## config.mk

```make
export PLATFORM = sky130hd
export DESIGN_NAME = prog_loader_flat
export DESIGN_NICKNAME = d
export VERILOG_FILES = /design/src/rtl/prog_loader_if.sv /design/src/rtl/prog_loader.sv /design/src/flat_wrapper.sv
export SDC_FILE = /design/constraint.sdc
export NUM_CORES = 1
export LEC_CHECK = 0
export CORE_MARGIN = 5
export CORE_UTILIZATION = 59
export DETAILED_ROUTE_END_ITERATION = 8
export PLACE_DENSITY = 0.84
export SKIP_CTS_REPAIR_TIMING = 1
export SYNTH_ARGS = -nofsm -noshare
export SYNTH_HDL_FRONTEND = slang
export SYNTH_SLANG_ARGS = --single-unit
```

## constraint.sdc

```tcl
create_clock -name clk -period 4.4 [get_ports clk]
set_input_delay 0.66 -clock clk [delete_from_list [all_inputs] [get_ports clk]]
set_output_delay 0.66 -clock clk [all_outputs]
set_load 0.01 [all_outputs]
```

## src/rtl/prog_loader_if.sv

```systemverilog
// Byte stream port feeding the program loader: the source drives data/valid, the loader drives ready.
interface prog_loader_if #(
   parameter int DATA_W = 8
);
   logic [DATA_W-1:0] in_data;
   logic              in_valid;
   logic              in_ready;

   modport master (
      output in_data,
      output in_valid,
      input  in_ready
   );

   modport slave (
      input  in_data,
      input  in_valid,
      output in_ready
   );
endinterface

```

## src/rtl/prog_loader.sv

```systemverilog
// Boot-time program loader: takes a length/payload/checksum frame, writes the payload to
// program memory from address 0 and holds the cpu in reset until the checksum matches.
module prog_loader #(
   parameter int ADDR_W     = 8,
   parameter int DATA_W     = 8,
   parameter int RESET_HOLD = 4
) (
   input  logic              clk,
   input  logic              reset,
   prog_loader_if.slave      bus,
   input  logic              reload,
   output logic              mem_we,
   output logic [ADDR_W-1:0] mem_addr,
   output logic [DATA_W-1:0] mem_wdata,
   output logic              cpu_reset,
   output logic              done,
   output logic              error
);

   localparam int HOLD_W = $clog2(RESET_HOLD + 1);
   localparam logic [HOLD_W-1:0] HOLD_INIT = HOLD_W'(RESET_HOLD);
   localparam logic [HOLD_W-1:0] HOLD_ONE  = HOLD_W'(1);
   localparam logic [ADDR_W-1:0] ADDR_ONE  = ADDR_W'(1);

   typedef enum logic [2:0] {
      S_LEN,
      S_DATA,
      S_CSUM,
      S_HOLD,
      S_RUN,
      S_ERR
   } state_t;

   state_t            r_state;
   state_t            w_stateNext;
   logic [ADDR_W-1:0] r_len;
   logic [ADDR_W-1:0] w_lenNext;
   logic [ADDR_W-1:0] r_count;
   logic [ADDR_W-1:0] w_countNext;
   logic [DATA_W-1:0] r_sum;
   logic [DATA_W-1:0] w_sumNext;
   logic [HOLD_W-1:0] r_hold;
   logic [HOLD_W-1:0] w_holdNext;
   logic              r_memWe;
   logic              w_memWeNext;
   logic [ADDR_W-1:0] r_memAddr;
   logic [ADDR_W-1:0] w_memAddrNext;
   logic [DATA_W-1:0] r_memWdata;
   logic [DATA_W-1:0] w_memWdataNext;
   logic              r_cpuReset;
   logic              w_cpuResetNext;
   logic              w_inReady;
   logic              w_fire;

   assign w_inReady = (r_state == S_LEN) || (r_state == S_DATA) || (r_state == S_CSUM);
   assign w_fire    = bus.in_valid && w_inReady;

   assign bus.in_ready = w_inReady;
   assign mem_we       = r_memWe;
   assign mem_addr     = r_memAddr;
   assign mem_wdata    = r_memWdata;
   assign cpu_reset    = r_cpuReset;
   assign done         = (r_state == S_RUN);
   assign error        = (r_state == S_ERR);

   // A length byte of zero means a full 2**ADDR_W image; r_len - 1 then wraps to the last address.
   always_comb begin
      w_stateNext    = r_state;
      w_lenNext      = r_len;
      w_countNext    = r_count;
      w_sumNext      = r_sum;
      w_holdNext     = r_hold;
      w_memWeNext    = 1'b0;
      w_memAddrNext  = r_memAddr;
      w_memWdataNext = r_memWdata;

      case (r_state)
         S_LEN: begin
            if (w_fire) begin
               w_lenNext   = ADDR_W'(bus.in_data);
               w_countNext = '0;
               w_sumNext   = '0;
               w_stateNext = S_DATA;
            end
         end
         S_DATA: begin
            if (w_fire) begin
               w_memWeNext    = 1'b1;
               w_memAddrNext  = r_count;
               w_memWdataNext = bus.in_data;
               w_sumNext      = r_sum + bus.in_data;
               w_countNext    = r_count + ADDR_ONE;
               if (r_count == r_len - ADDR_ONE) begin
                  w_stateNext = S_CSUM;
               end
            end
         end
         S_CSUM: begin
            if (w_fire) begin
               if (bus.in_data == r_sum) begin
                  w_holdNext  = HOLD_INIT;
                  w_stateNext = S_HOLD;
               end else begin
                  w_stateNext = S_ERR;
               end
            end
         end
         S_HOLD: begin
            if (r_hold <= HOLD_ONE) begin
               w_holdNext  = '0;
               w_stateNext = S_RUN;
            end else begin
               w_holdNext = r_hold - HOLD_ONE;
            end
         end
         S_RUN, S_ERR: begin
            if (reload) begin
               w_stateNext = S_LEN;
            end
         end
         default: begin
            w_stateNext = S_LEN;
         end
      endcase

      w_cpuResetNext = (w_stateNext != S_RUN);
   end

   always_ff @(posedge clk) begin
      if (reset) begin
         r_state    <= S_LEN;
         r_len      <= '0;
         r_count    <= '0;
         r_sum      <= '0;
         r_hold     <= '0;
         r_memWe    <= 1'b0;
         r_memAddr  <= '0;
         r_memWdata <= '0;
         r_cpuReset <= 1'b1;
      end else begin
         r_state    <= w_stateNext;
         r_len      <= w_lenNext;
         r_count    <= w_countNext;
         r_sum      <= w_sumNext;
         r_hold     <= w_holdNext;
         r_memWe    <= w_memWeNext;
         r_memAddr  <= w_memAddrNext;
         r_memWdata <= w_memWdataNext;
         r_cpuReset <= w_cpuResetNext;
      end
   end

endmodule

```

## src/flat_wrapper.sv

```systemverilog
// flat-port wrapper written by rule: the top's interface ports become plain ports
module prog_loader_flat 
#(
   parameter int ADDR_W     = 8,
   parameter int DATA_W     = 8,
   parameter int RESET_HOLD = 4
)
  (clk, reset, reload, mem_we, mem_addr, mem_wdata, cpu_reset, done, error, bus_in_data, bus_in_valid, bus_in_ready);
  prog_loader_if #(.DATA_W(DATA_W)) bus_i ();
  input  logic clk;
  input  logic reset;
  input  logic reload;
  output logic mem_we;
  output logic [ADDR_W-1:0] mem_addr;
  output logic [DATA_W-1:0] mem_wdata;
  output logic cpu_reset;
  output logic done;
  output logic error;
  input wire logic [$bits(bus_i.in_data)-1:0] bus_in_data;
  input wire logic [$bits(bus_i.in_valid)-1:0] bus_in_valid;
  output wire logic [$bits(bus_i.in_ready)-1:0] bus_in_ready;
  assign bus_i.in_data = bus_in_data;
  assign bus_i.in_valid = bus_in_valid;
  assign bus_in_ready = bus_i.in_ready;
  prog_loader #(.ADDR_W(ADDR_W), .DATA_W(DATA_W), .RESET_HOLD(RESET_HOLD)) u_core (.clk(clk), .reset(reset), .bus(bus_i), .reload(reload), .mem_we(mem_we), .mem_addr(mem_addr), .mem_wdata(mem_wdata), .cpu_reset(cpu_reset), .done(done), .error(error));
endmodule
```

==> metrics <==
CP Cell Sequence clkdlybuf4s50_1 > ha_1 > nor4_1 > a31oi_1 > a221oi_1 > a221o_1 > o211a_1; Peak VDD IR about 220 uV; hpwl dp about 4 mm; Root Buffer clkbuf_8; Die Ht about 76 um; GRT Overall Usage approximately 23%; CP Class in -> reg; Tcrit/Tclk final approximately three fifths; CP peak stage delay roughly 480 ps; final net count between 300 and 400; first-pass GRT wire length about 9.9 mm; crit-path leading delay family compound AO/OA/AOI/OAI gates; PwrDens around 340 nW/um2; register area share after synthesis ~38%; core area 4090 um2; post-layout util about three quarters; Post-Synthesis Cells between 300 and 400; largest cells by area after synthesis dfxtp_1 (38%), nand2_1 (9.3%), a21oi_1 (7.9%), ha_1 (5.4%), xor2_1 (4.1%); Rows 23; total number of vias about 2300; Hold Crit Depth 2; Pleak about 0.0011 uW; CP max-delay cell nor4_1; syn nets between 300 and 400; crit path max fanout 5; R2R Setup Slk 2310 ps; Slew @ Worst Pin ~700 ps; EDFF count, synth 0; min Tclk post-route between 2000 and 3000 ps; RSZ-0062 raised after global routing false; status completed; WP data required about 4700 ps; P&R area growth vs syn 18.1%; FF+latch count, synth 48; ys flop type dfxtp_1; drt pass-1 iters 4; via-per-instance ratio about 5.9; Initial Util between 60% and 70%; library cells used by synthesis 54; Mapped Area 2530 um2; Yosys top cell area share 37.9%; DR iter-0 viols 165; Final Hold Fails 0; largest net degree at the start of global routing 40; fraction of registers with async set/reset 0%; destination of the worst hold path u_core.mem_addr[0]; Skew-Pair Late Insertion Delay roughly 310 ps; DIE AREA 5700 um2; final WL around 5.8 mm; CP startpoint kind input port; chip width 75.5 um; fraction of final layout cells sized beyond drive strength 1 6.61%; CTS clock-pin slew for the worst setup and hold paths ~100 ps; H-Tree Depth 2; Worst Path Buf+Inv 1; # DRC 0; Wirelength per Cell around 15 um; top achievable clock speed around 0.38 GHz; grt total ovfl 0; initial antenna violation count 0; Final Max Tran Viols 0; max cap viols 0; clock sink count 48; quantity of I/O buffers inserted on ports 32; top-level port count 33; CTS tree yes; area leader, netlist dfxtp_1; CP Data Arrival Time roughly 2900 ps; Antenna Nets Post-Route 0; worst r2r src u_core.r_state[2]; Critical R2R Capture u_core.cpu_reset; GP Congestion 0.872; TNS Setup 0 ps; clk_skew 13.4 ps; Synth Area per Inst about 8.3 um2; Tightest Hold Check Type reg -> reg; clock buffer depth 2; Relative slew margins between 50% and 60%; worst r2r path cells 5; Fill cells 318; Synth warnings 0; hold path start u_core.mem_addr[0]; # diodes 0; setup violators final 0; vias in the first global route roughly 2200; CP Capture Type flop; Inserted Clock Buffers 5
worst max path at each step:
stage                               from                end  slack (ps)  cells after the start
after floorplan           bus_in_data[0]    u_core.r_sum[6]        2220                      7
after global placement      bus_in_valid   u_core.cpu_reset        1550                      6
after detailed placement    bus_in_valid   u_core.cpu_reset        1500                      6
after CTS                   bus_in_valid   u_core.cpu_reset        1840                      6
after global routing      bus_in_data[2]  u_core.r_state[1]        1670                      7
final                     bus_in_data[2]  u_core.r_state[1]        1790                      7
cells by family after synthesis:
kind of cell	after synthesis	share of synthesized area (%)
adders and majority gates	12	6.22
xor gates and xnor gates	20	7.21
AOI/OAI and AO/OA	79	20.7
muxes	2	0.839
buffers and inverters	25	4.39
and+or+nand+nor	120	22.7
DFF	48	37.9
through the flow:
step	instance area, um2	setup WS, ps	hold WS [ps]	power, uW	instances
after global placement	2850	1550	443	617	375
after detailed placement	2850	1500	446	620	375
after floorplan	2530	2220	436	577	306
final	2990	1790	459	1010	383
after CTS	2990	1840	461	1010	383
after global routing	2990	1670	476	1040	383
state kept, by name, summed over array words and instances (netlist names):
register and count:
u_core.cpu_reset 1, u_core.r_count 8, u_core.mem_wdata 8, u_core.r_sum 8
u_core.r_state 3, u_core.r_hold 3, u_core.r_len 8, u_core.mem_we 1
u_core.mem_addr 8
tightest hold or removal path, delay by kind of cell, from the launching register on:
kind / cells / cell delay [ps]
AOI/OAI and AO/OA: 1 / 50
DFF: 1 / 320
and+or+nand+nor: 1 / 50
power breakdown:
part	total (uW)	internal [uW]	switching [uW]
combinational	149	64.6	84.4
sequential	464	447	16.2
clock	392	229	164
total	1010	741	264
layout make-up:
cell class	count	area (um2)	share of cell area, %
Timing Repair Buffer	33	328	11.0
Tap cell	50	62.6	2.09
Multi-Input combinational cell	233	1460	48.8
Sequential cell	48	961	32.1
Clock buffer	5	68.8	2.30
Clock inverter	3	68.8	2.30
Inverter	11	41.3	1.38
cells in the mapped netlist (all sizes together), types with 6 or more instances:
library cell	instances
nor2	23
xor2	13
nand4	6
o21ai	7
a21oi	40
nand3	8
clkbuf	9
xnor2	7
inv	11
dfxtp	48
ha	11
nand2	63
layout by cell type, fill, tap and decap left out, types with 3 or more instances in the layout:
cell type and count:
a21oi_1 40, nor3_1 5, nand4_1 4, nor2_1 22, dfxtp_1 48, a21o_1 4
or3_1 5, a31oi_1 4, inv_1 11, nand3_1 8, clkdlybuf4s50_1 32, nand2_1 63
o21ai_0 7, ha_1 11, clkbuf_8 5, xor2_1 12, a22oi_1 3, xnor2_1 7
per-layer routing:
| layer | GRT usage (%) | up-vias | wire length [um] |
|---|---|---|---|
| met4 | 9.90 | 0 | 149 |
| met2 | 35.1 | 61 | 2640 |
| li1 | - | 1118 | - |
| met3 | 6.20 | 16 | 370 |
| met1 | 29.3 | 1070 | 2680 |
| met5 | 0 | - | 0 |
Power figures use the tool's default switching activity.
